$ cat config.mk
export PLATFORM = sky130hd
export DESIGN_NAME = bram128_reader
export DESIGN_NICKNAME = d
export VERILOG_FILES = /design/src/rtl/bram_buf_pkg.sv /design/src/rtl/skid_fifo.sv /design/src/rtl/bram128_reader.sv
export SDC_FILE = /design/constraint.sdc
export NUM_CORES = 1
export LEC_CHECK = 0
export CAP_MARGIN = 10
export CORE_MARGIN = 4
export CORE_UTILIZATION = 41
export DETAILED_ROUTE_END_ITERATION = 16
export GPL_TIMING_DRIVEN = 0
export PLACE_DENSITY = 0.61
export SYNTH_ARGS = -nofsm -noshare
export SYNTH_HDL_FRONTEND = slang
export SYNTH_SLANG_ARGS = --single-unit
$ cat constraint.sdc
create_clock -name clk -period 6.7 [get_ports clk]
set_clock_uncertainty 0.05 [all_clocks]
set_input_delay 0.67 -clock clk [delete_from_list [all_inputs] [get_ports clk]]
set_output_delay 0.67 -clock clk [all_outputs]
set_load 0.05 [all_outputs]
$ cat src/rtl/bram_buf_pkg.sv
// Shared layout of the 128-word frame buffer, common to the writer and the reader.
// Holds the word bit-fields and the default geometry.
package bram_buf_pkg;
  localparam int ADDR_W_DEF = 7;
  localparam int RD_LAT_DEF = 2;
  localparam int DATA_W     = 8;
  localparam int DATA_LSB   = 0;
  localparam int EOF_BIT    = 8;
  localparam int WORD_W     = 9;

  typedef struct packed {
    logic              eof;
    logic [DATA_W-1:0] data;
  } buf_word_t;

  function automatic buf_word_t unpack_word(input logic [WORD_W-1:0] w);
    buf_word_t r;
    r.eof  = w[EOF_BIT];
    r.data = w[DATA_LSB +: DATA_W];
    return r;
  endfunction
endpackage

$ cat src/rtl/skid_fifo.sv
// Small register-based FIFO that absorbs buffer reads already in flight when the consumer stalls.
// Depth need not be a power of two.
module skid_fifo #(
  parameter int WIDTH = 9,
  parameter int DEPTH = 4,
  localparam int PW   = (DEPTH > 1) ? $clog2(DEPTH) : 1,
  localparam int CW   = $clog2(DEPTH + 1)
) (
  input  logic             clk,
  input  logic             rst_n,
  input  logic             push,
  input  logic             pop,
  input  logic [WIDTH-1:0] din,
  output logic [WIDTH-1:0] dout,
  output logic [CW-1:0]    count,
  output logic             empty
);
  logic [WIDTH-1:0] mem_reg [DEPTH];
  logic [PW-1:0]    wr_idx_reg;
  logic [PW-1:0]    rd_idx_reg;
  logic [CW-1:0]    count_reg;
  logic             full;
  logic             do_push;
  logic             do_pop;

  function automatic logic [PW-1:0] next_idx(input logic [PW-1:0] i);
    return (i == PW'(DEPTH - 1)) ? '0 : i + PW'(1);
  endfunction

  assign empty   = (count_reg == '0);
  assign full    = (count_reg == CW'(DEPTH));
  assign do_pop  = pop && !empty;
  assign do_push = push && !full;
  assign dout    = mem_reg[rd_idx_reg];
  assign count   = count_reg;

  always_ff @(posedge clk) begin
    if (do_push) mem_reg[wr_idx_reg] <= din;
  end

  always_ff @(posedge clk or negedge rst_n) begin
    if (!rst_n) begin
      wr_idx_reg <= '0;
      rd_idx_reg <= '0;
      count_reg  <= '0;
    end else begin
      if (do_push) wr_idx_reg <= next_idx(wr_idx_reg);
      if (do_pop)  rd_idx_reg <= next_idx(rd_idx_reg);
      case ({do_push, do_pop})
        2'b10:   count_reg <= count_reg + CW'(1);
        2'b01:   count_reg <= count_reg - CW'(1);
        default: count_reg <= count_reg;
      endcase
    end
  end
endmodule

$ cat src/rtl/bram128_reader.sv
// Reader side of the 128-word frame buffer: issues credited reads, retimes them through a
// skid FIFO and streams bytes out with valid/ready, counting frames and flagging overflow.
module bram128_reader
  import bram_buf_pkg::*;
#(
  parameter int ADDR_W     = ADDR_W_DEF,
  parameter int RD_LAT     = RD_LAT_DEF,
  parameter int SKID_DEPTH = 4
) (
  input  logic              clk,
  input  logic              rst_n,
  input  logic [ADDR_W:0]   wr_ptr,
  output logic [ADDR_W:0]   rd_ptr,
  output logic [ADDR_W-1:0] addrb,
  input  logic [WORD_W-1:0] doutb,
  output logic [DATA_W-1:0] m_data,
  output logic              m_last,
  output logic              m_valid,
  input  logic              m_ready,
  output logic [15:0]       frame_cnt,
  output logic              ovf_err
);
  localparam int SCW = $clog2(SKID_DEPTH + 1);
  localparam int CW  = $clog2(SKID_DEPTH + RD_LAT + 1) + 1;

  logic [ADDR_W:0]   rd_ptr_reg;
  logic [ADDR_W:0]   level;
  logic [RD_LAT-1:0] stage_reg;
  logic              run_reg;
  logic              ovf_reg;
  logic [15:0]       frame_cnt_reg;
  logic              buf_empty;
  logic              issue;
  logic              push;
  logic              pop;
  logic              skid_empty;
  logic [SCW-1:0]    skid_count;
  logic [CW-1:0]     credit_used;
  logic [WORD_W-1:0] skid_head;
  buf_word_t         head_word;

  assign level     = wr_ptr - rd_ptr_reg;
  assign buf_empty = (level == '0);

  // Every read in the pipe already owns a skid slot, so counting them keeps the FIFO from overflowing.
  always_comb begin
    credit_used = CW'(skid_count);
    for (int i = 0; i < RD_LAT; i++) begin
      credit_used = credit_used + CW'(stage_reg[i]);
    end
  end

  assign issue = run_reg && !buf_empty && (credit_used < CW'(SKID_DEPTH));

  always_ff @(posedge clk or negedge rst_n) begin
    if (!rst_n) begin
      rd_ptr_reg <= '0;
      run_reg    <= 1'b0;
      ovf_reg    <= 1'b0;
      stage_reg  <= '0;
    end else begin
      run_reg      <= 1'b1;
      stage_reg[0] <= issue;
      for (int i = 1; i < RD_LAT; i++) begin
        stage_reg[i] <= stage_reg[i-1];
      end
      if (issue) rd_ptr_reg <= rd_ptr_reg + (ADDR_W + 1)'(1);
      if (level > {1'b1, {ADDR_W{1'b0}}}) ovf_reg <= 1'b1;
    end
  end

  assign push = stage_reg[RD_LAT-1];
  assign pop  = !skid_empty && m_ready;

  skid_fifo #(
    .WIDTH (WORD_W),
    .DEPTH (SKID_DEPTH)
  ) u_skid (
    .clk   (clk),
    .rst_n (rst_n),
    .push  (push),
    .pop   (pop),
    .din   (doutb),
    .dout  (skid_head),
    .count (skid_count),
    .empty (skid_empty)
  );

  assign head_word = unpack_word(skid_head);

  always_ff @(posedge clk or negedge rst_n) begin
    if (!rst_n) begin
      frame_cnt_reg <= '0;
    end else if (pop && head_word.eof) begin
      frame_cnt_reg <= frame_cnt_reg + 16'd1;
    end
  end

  // Outputs are masked while the skid is empty so stale entries never leak, including in reset.
  assign m_valid   = !skid_empty;
  assign m_data    = skid_empty ? '0 : head_word.data;
  assign m_last    = !skid_empty && head_word.eof;
  assign addrb     = rd_ptr_reg[ADDR_W-1:0];
  assign rd_ptr    = rd_ptr_reg;
  assign frame_cnt = frame_cnt_reg;
  assign ovf_err   = ovf_reg;
endmodule
Word level (Yosys, flattened, before mapping)
Memory sizes are Yosys's and may differ from the RTL's.
Cells that the tools add are included.
Widths: inputs -> output; s select.
{"block": "op_classes", "muxes": 6, "reduce_logical": 13, "n_lt_le_gt_ge": 2, "n_eq_ne": 5, "n_addsub": 9}
{"operator": "$add 16x1->16 const B", "n": 1}
{"operator": "$add 8x1->8 const B", "n": 1}
{"operator": "$gt 8x8->1 const B", "n": 1}
{"operator": "$logic_not 8->1", "n": 1}
{"operator": "$mux 8", "n": 1}
{"operator": "$sub 8x8->8", "n": 1}
{"operator": "$logic_and 1x1->1", "n": 7}
{"operator": "$eq 2x2->1 const B", "n": 3}
{"operator": "$pmux 3 s2", "n": 1}
{"operator": "$add 2x1->2 const B", "n": 2}
{"operator": "$add 3x1->4", "n": 1}
{"operator": "$add 4x1->4", "n": 1}
{"operator": "$lt 4x3->1 const B", "n": 1}
{"operator": "$mux 2", "n": 2}
{"operator": "$add 3x1->3 const B", "n": 1}
{"operator": "$eq 3x3->1 const B", "n": 1}
{"operator": "$logic_not 1->1", "n": 3}
{"operator": "$logic_not 3->1", "n": 1}
{"operator": "$sub 3x1->3 const B", "n": 1}
{"operator": "$eq 2x1->1 const B", "n": 1}
{"operator": "$mux 1", "n": 2}
{"operator": "$reduce_bool 2->1", "n": 1}
{"block": "totals", "out_inout_bits": 42, "word_cells": 44, "ram_bits": 36, "n_memories": 1, "in_bits": 20, "regBits": 35}
{"memory": "u_skid.mem_reg", "depth": 4, "width": 9, "read_ports": 1, "rd_ports_with_merged_regs": 0, "wr": 1, "line": "skid_fifo.sv:18", "source": "logic [WIDTH-1:0] mem_reg [DEPTH];"}

Longest topological paths before layout
{"block": "depth", "depth_word": 6, "mapped_depth": 9, "mapped_depth_nobuf": 9}

Modules after synthesis
Synthesis repeated with hierarchy kept, for this count alone.
{"block": "hier_totals", "cells_unflattened": 279, "hier_area_um2": 3631.0}
{"mod": "bram128_reader", "area_per_inst_um2": 1858.0, "cells_per_inst": 191, "seq_area_each_um2": 700.7, "n_inst": 1}
{"mod": "skid_fifo", "area_per_inst_um2": 1773.0, "cells_per_inst": 88, "seq_area_each_um2": 1256.2, "n_inst": 1}

Worst setup path after synthesis
OpenSTA, ideal clock, no wires.
{"block": "synth_path", "path_kind": "register to register", "startpoint": "reg rd_ptr_reg[3] (netlist: rd_ptr[3])", "endpoint": "reg rd_ptr_reg[1] (netlist: rd_ptr[1])", "required_time_ns": 6.525, "path_stages_with_launch": 10, "setup_time_ns": 0.125, "arrival_ns": 2.432, "path_buffers": 0, "slack_ns": 4.093, "synth_period_minus_slack_ns": 2.607, "cell_sequence": "dfrtp_1 -> inv_1 -> ha_1 -> a21oi_2 -> o211ai_1 -> a211oi_1 -> and4_4 -> nand3_1 -> nand2_2 -> mux2_4"}
{"block": "synth_via", "elab_chain_cells": 5}
{"item": "from (decl)", "line": "bram128_reader.sv:26", "source": "logic [ADDR_W:0] rd_ptr_reg;"}
{"item": "from (signal assigned)", "line": "bram128_reader.sv:67", "source": "if (issue) rd_ptr_reg <= rd_ptr_reg + (ADDR_W + 1)'(1);"}
{"item": "$sub 8x8->8", "line": "bram128_reader.sv:42", "source": "assign level = wr_ptr - rd_ptr_reg;"}
{"item": "$logic_not 8->1", "line": "bram128_reader.sv:43", "source": "assign buf_empty = (level == '0);"}
{"item": "$logic_not 1->1", "line": "bram128_reader.sv:53", "source": "assign issue = run_reg && !buf_empty && (credit_used < CW'(SKID_DEPTH));"}
{"item": "$logic_and 1x1->1 (2 in a row)", "line": "bram128_reader.sv:53"}
Every way passes these cells.
A chain may end at the register's enable or synchronous reset.

Worst setup path in the final report
{"block": "layout_path", "startpoint": "reg u_skid.rd_idx_reg[0]", "endpoint": "out m_data[6]"}
{"block": "layout_via", "elab_chain_cells": 2}
{"item": "from (decl)", "line": "skid_fifo.sv:20", "source": "logic [PW-1:0] rd_idx_reg;"}
{"item": "from (signal assigned)", "line": "skid_fifo.sv:48", "source": "if (do_pop) rd_idx_reg <= next_idx(rd_idx_reg);"}
{"item": "$mem_v2 4x9"}
{"item": "$mux 8", "line": "bram128_reader.sv:101", "source": "assign m_data = skid_empty ? '0 : head_word.data;"}
{"item": "to (decl)", "line": "bram128_reader.sv:16", "source": "output logic [DATA_W-1:0] m_data,"}
Every way passes these cells.

==> flow_metrics.py <==
metrics = {
    "run_status": {
        "status": "finished, final reports clean",
    },
    "logic_synthesis": {
        "yosysUniqueCellTypes": 42,
        "synth-main-ff-cell": "edfxtp_1",
        "syn_avg_cell_area_sq_um": 13.2,
        "syn_nets": 292,
        "ys_ff_latch": 71,
        "synth_edf_count": 36,
        "syn_area_sq_mm": 0.00337,
        "seq_area_frac_synth_pct": 58.0,
        "synthCells": 255,
        "async_flop_share_pct": 49.3,
        "synth_warnings": 0,
    },
    "cts": {
        "clk_latency_ps": 330,
        "root_buffer": "clkbuf_8",
        "clk_pin_slew_worst_paths_ps": 70,
        "clk_path_buf_depth": 2,
        "cts_tree": "done",
        "htreeDepth": 3,
        "ctsHoldBuffers": 0,
        "ctsResizeCount": 0,
        "clock-sinks": 71,
        "cts-buffers-inserted": 9,
        "post-cts-setup-buffers": 0,
    },
    "setup_path": {
        "critPathMaxFanout": 10,
        "cp-start-kind": "flip-flop",
        "worst_setup_path_end_kind": "primary output",
        "max_stage_delay_ps": 690,
        "worstPathArrival_ps": 2490,
        "path_class": "reg2out",
        "worst_path_max_delay_cell": "clkdlybuf4s50_1",
        "required_ps": 5980,
        "cp_top_family": "buffers and inverters",
        "path_buf_inv": 2,
        "crit_chain": "buf_2, mux4_2, and2_1, clkdlybuf4s50_1",
    },
    "sta": {
        "hold_slack_ps": 340,
        "fin_setup_tns_ps": 0,
        "period_share_pct": 47.9,
        "setup_viol": 0,
        "slew_violations": 0,
        "grt_setup_unrepaired": "no",
        "worst_slew_pin_slew_ps": 765,
        "relSlewSlack_pct": 49.0,
        "hold_viol": 0,
        "timing.fmax_mhz": 311,
        "finalCriticalPeriod_ps": 3210,
    },
    "pwr": {
        "total_power_w": 0.00195,
        "sw_frac_of_total_pct": 41.7,
        "sequentialPowerShare_pct": 31.9,
        "vdd_drop_max_v": 0.000257,
        "p_per_area_mw_per_mm2": 451,
        "internal_power_w": 0.00114,
        "power_leakage_nw": 1.70,
        "switchingPower_w": 0.000813,
        "pwr-share-comb_pct": 49.2,
        "pwr-share-clk_pct": 18.9,
    },
    "die": {
        "core_sq_mm": 0.00785,
        "boundaryPins": 62,
        "row_count": 32,
        "die_x_um": 98.7,
        "initial_core_util_pct": 43.0,
        "fp.dieArea_sq_mm": 0.00975,
        "die_h_um": 98.7,
    },
    "cells_and_area": {
        "antenna_cells": 0,
        "fin_util_pct": 55.2,
        "largest_register_ffs": 36,
        "fillerInstances": 690,
        "drive_gt1_share_pct": 14.2,
        "fin_nets": 364,
        "area_growth_pct": 28.3,
    },
    "detailed_routing": {
        "wirelength_um": 5990,
        "vias": 2053,
        "vias_per_cell": 4.73,
        "drcViolationCount": 0,
        "drt_first_iter_violations": 41,
        "dr.pass1.iters": 4,
        "wl_per_cell_um": 13.8,
        "postRouteAntennaNets": 0,
    },
    "flow_run": {
        "cap_violations": 0,
    },
    "global_routing": {
        "grt_use_total_pct": 13.3,
        "grt_pass1_wl_um": 10300,
        "grt_pass1_vias": 2177,
        "overflow": 0,
        "grt_max_degree": 36,
        "antenna_found_initial": 0,
    },
    "place": {
        "portBuffers": 61,
        "hpwl_um": 4430,
        "place.gp.congestion": 0.729,
    },
    "hold_path": {
        "min_path_type": "reg2reg",
    },
}
[cell usage in the layout, fill, tap and decap left out, types with 4 or more instances in the layout]
master           synthesis  layout
and2_1                  14      14
dfrtp_1                 35      35
ha_1                    16      16
mux4_2                   9       9
o21ai_0                  5       5
nand3_1                  6       6
clkdlybuf4s50_1          0      60
buf_4                    8       8
a21oi_1                  4       4
xor2_1                   6       6
clkbuf_8                 0       9
xnor2_1                 23      23
nor3_1                   4       4
nor2_1                   8       8
inv_1                   17      17
nand2_1                 22      22
edfxtp_1                36      36
nand4_1                  6       6
[worst paths after layout]
path,startpoint,to,slack (ps),cells past startpoint
setup / recovery,u_skid.rd_idx_reg[0],m_data[6],3490,4
hold / removal,stage_reg[0],stage_reg[1],340,0
setup reg to reg,rd_ptr[3],rd_ptr[1],4220,9
hold reg to reg,stage_reg[0],stage_reg[1],340,0
max in group asynchronous,rst_n,u_skid.wr_idx_reg[1],5750,1
min in group asynchronous,rst_n,frame_cnt[15],350,1
[cell families (layout without fill, tap and decap cells)]
family | after synthesis | in the layout | synth area share (%)
compound gates | 21 | 21 | 4.41
xor+xnor | 29 | 29 | 7.53
fa+ha+maj | 17 | 17 | 6.53
buf+inv | 27 | 104 | 3.93
flops | 71 | 71 | 58.0
mux | 11 | 11 | 6.79
other cells | 1 | 1 | 0.111
simple gates | 78 | 78 | 12.7
[synthesized netlist by cell type (2+ instances only)]
cell,number,area (sq um)
mux4_2,9,203
or3_1,3,18.8
and3_1,3,18.8
a211oi_1,3,22.5
o211ai_1,3,22.5
nor2b_1,2,12.5
a21o_1,2,15.0
dfrtp_1,35,876
inv_1,17,63.8
buf_4,8,60.1
ha_1,16,200
and2_1,14,87.6
nor3_1,4,20.0
nand3_1,6,30.0
xnor2_1,23,201
a21oi_1,4,20.0
xor2_1,6,52.6
nand4_1,6,37.5
edfxtp_1,36,1080
o21ai_0,5,25.0
nand2_1,22,82.6
nor2_1,8,30.0
[power by group through the flow]
stage | Clock, W | Combinational (W) | Sequential, W
2_1_floorplan | 0 | 0.000602 | 0.000717
3_3_place_gp | 0 | 0.000965 | 0.000628
3_5_place_dp | 0 | 0.000974 | 0.000633
4_1_cts | 0.000379 | 0.000977 | 0.000624
5_1_grt | 0.000402 | 0.00104 | 0.000636
6_report | 0.000368 | 0.000961 | 0.000622
[final cells by class]
class	instances	area, sq um	area share, %
clock buffer	9	124	2.86
clock inverter	7	97.6	2.25
inverter	17	63.8	1.47
tap	102	128	2.95
timing repair buffer	61	606	14.0
buffer	10	68.8	1.59
multi-input combinational	157	1280	29.7
sequential	71	1960	45.2
[per-layer routing]
layer | share of wire (%) | up-vias | track usage, % | routed length [um]
li1 | - | 1039 | - | -
met4 | 1.2 | 0 | 5.36 | 70
met2 | 49 | 29 | 21.4 | 2940
met1 | 47 | 979 | 17.5 | 2820
met3 | 2.7 | 6 | 2.83 | 161
met5 | 0 | - | 0 | 0
[metrics by stage]
step	instance area, sq um	cells	worst slack [ps]
6_report	4330	434	3490
5_1_grt	4330	434	3380
4_1_cts	4330	434	3430
3_5_place_dp	4110	418	3630
3_3_place_gp	4110	418	3650
2_1_floorplan	3370	255	4090
[worst reg2reg max path, cell delays in order, from the launching register on]
cell      delay [ps]
dfrtp_1          460
inv_1             90
ha_1             350
a21oi_2          220
o211ai_1         100
a211oi_1         250
and4_4           280
nand3_1          120
nand2_2          150
mux2_4           300
No activity file was read; power rests on OpenSTA's default activity.
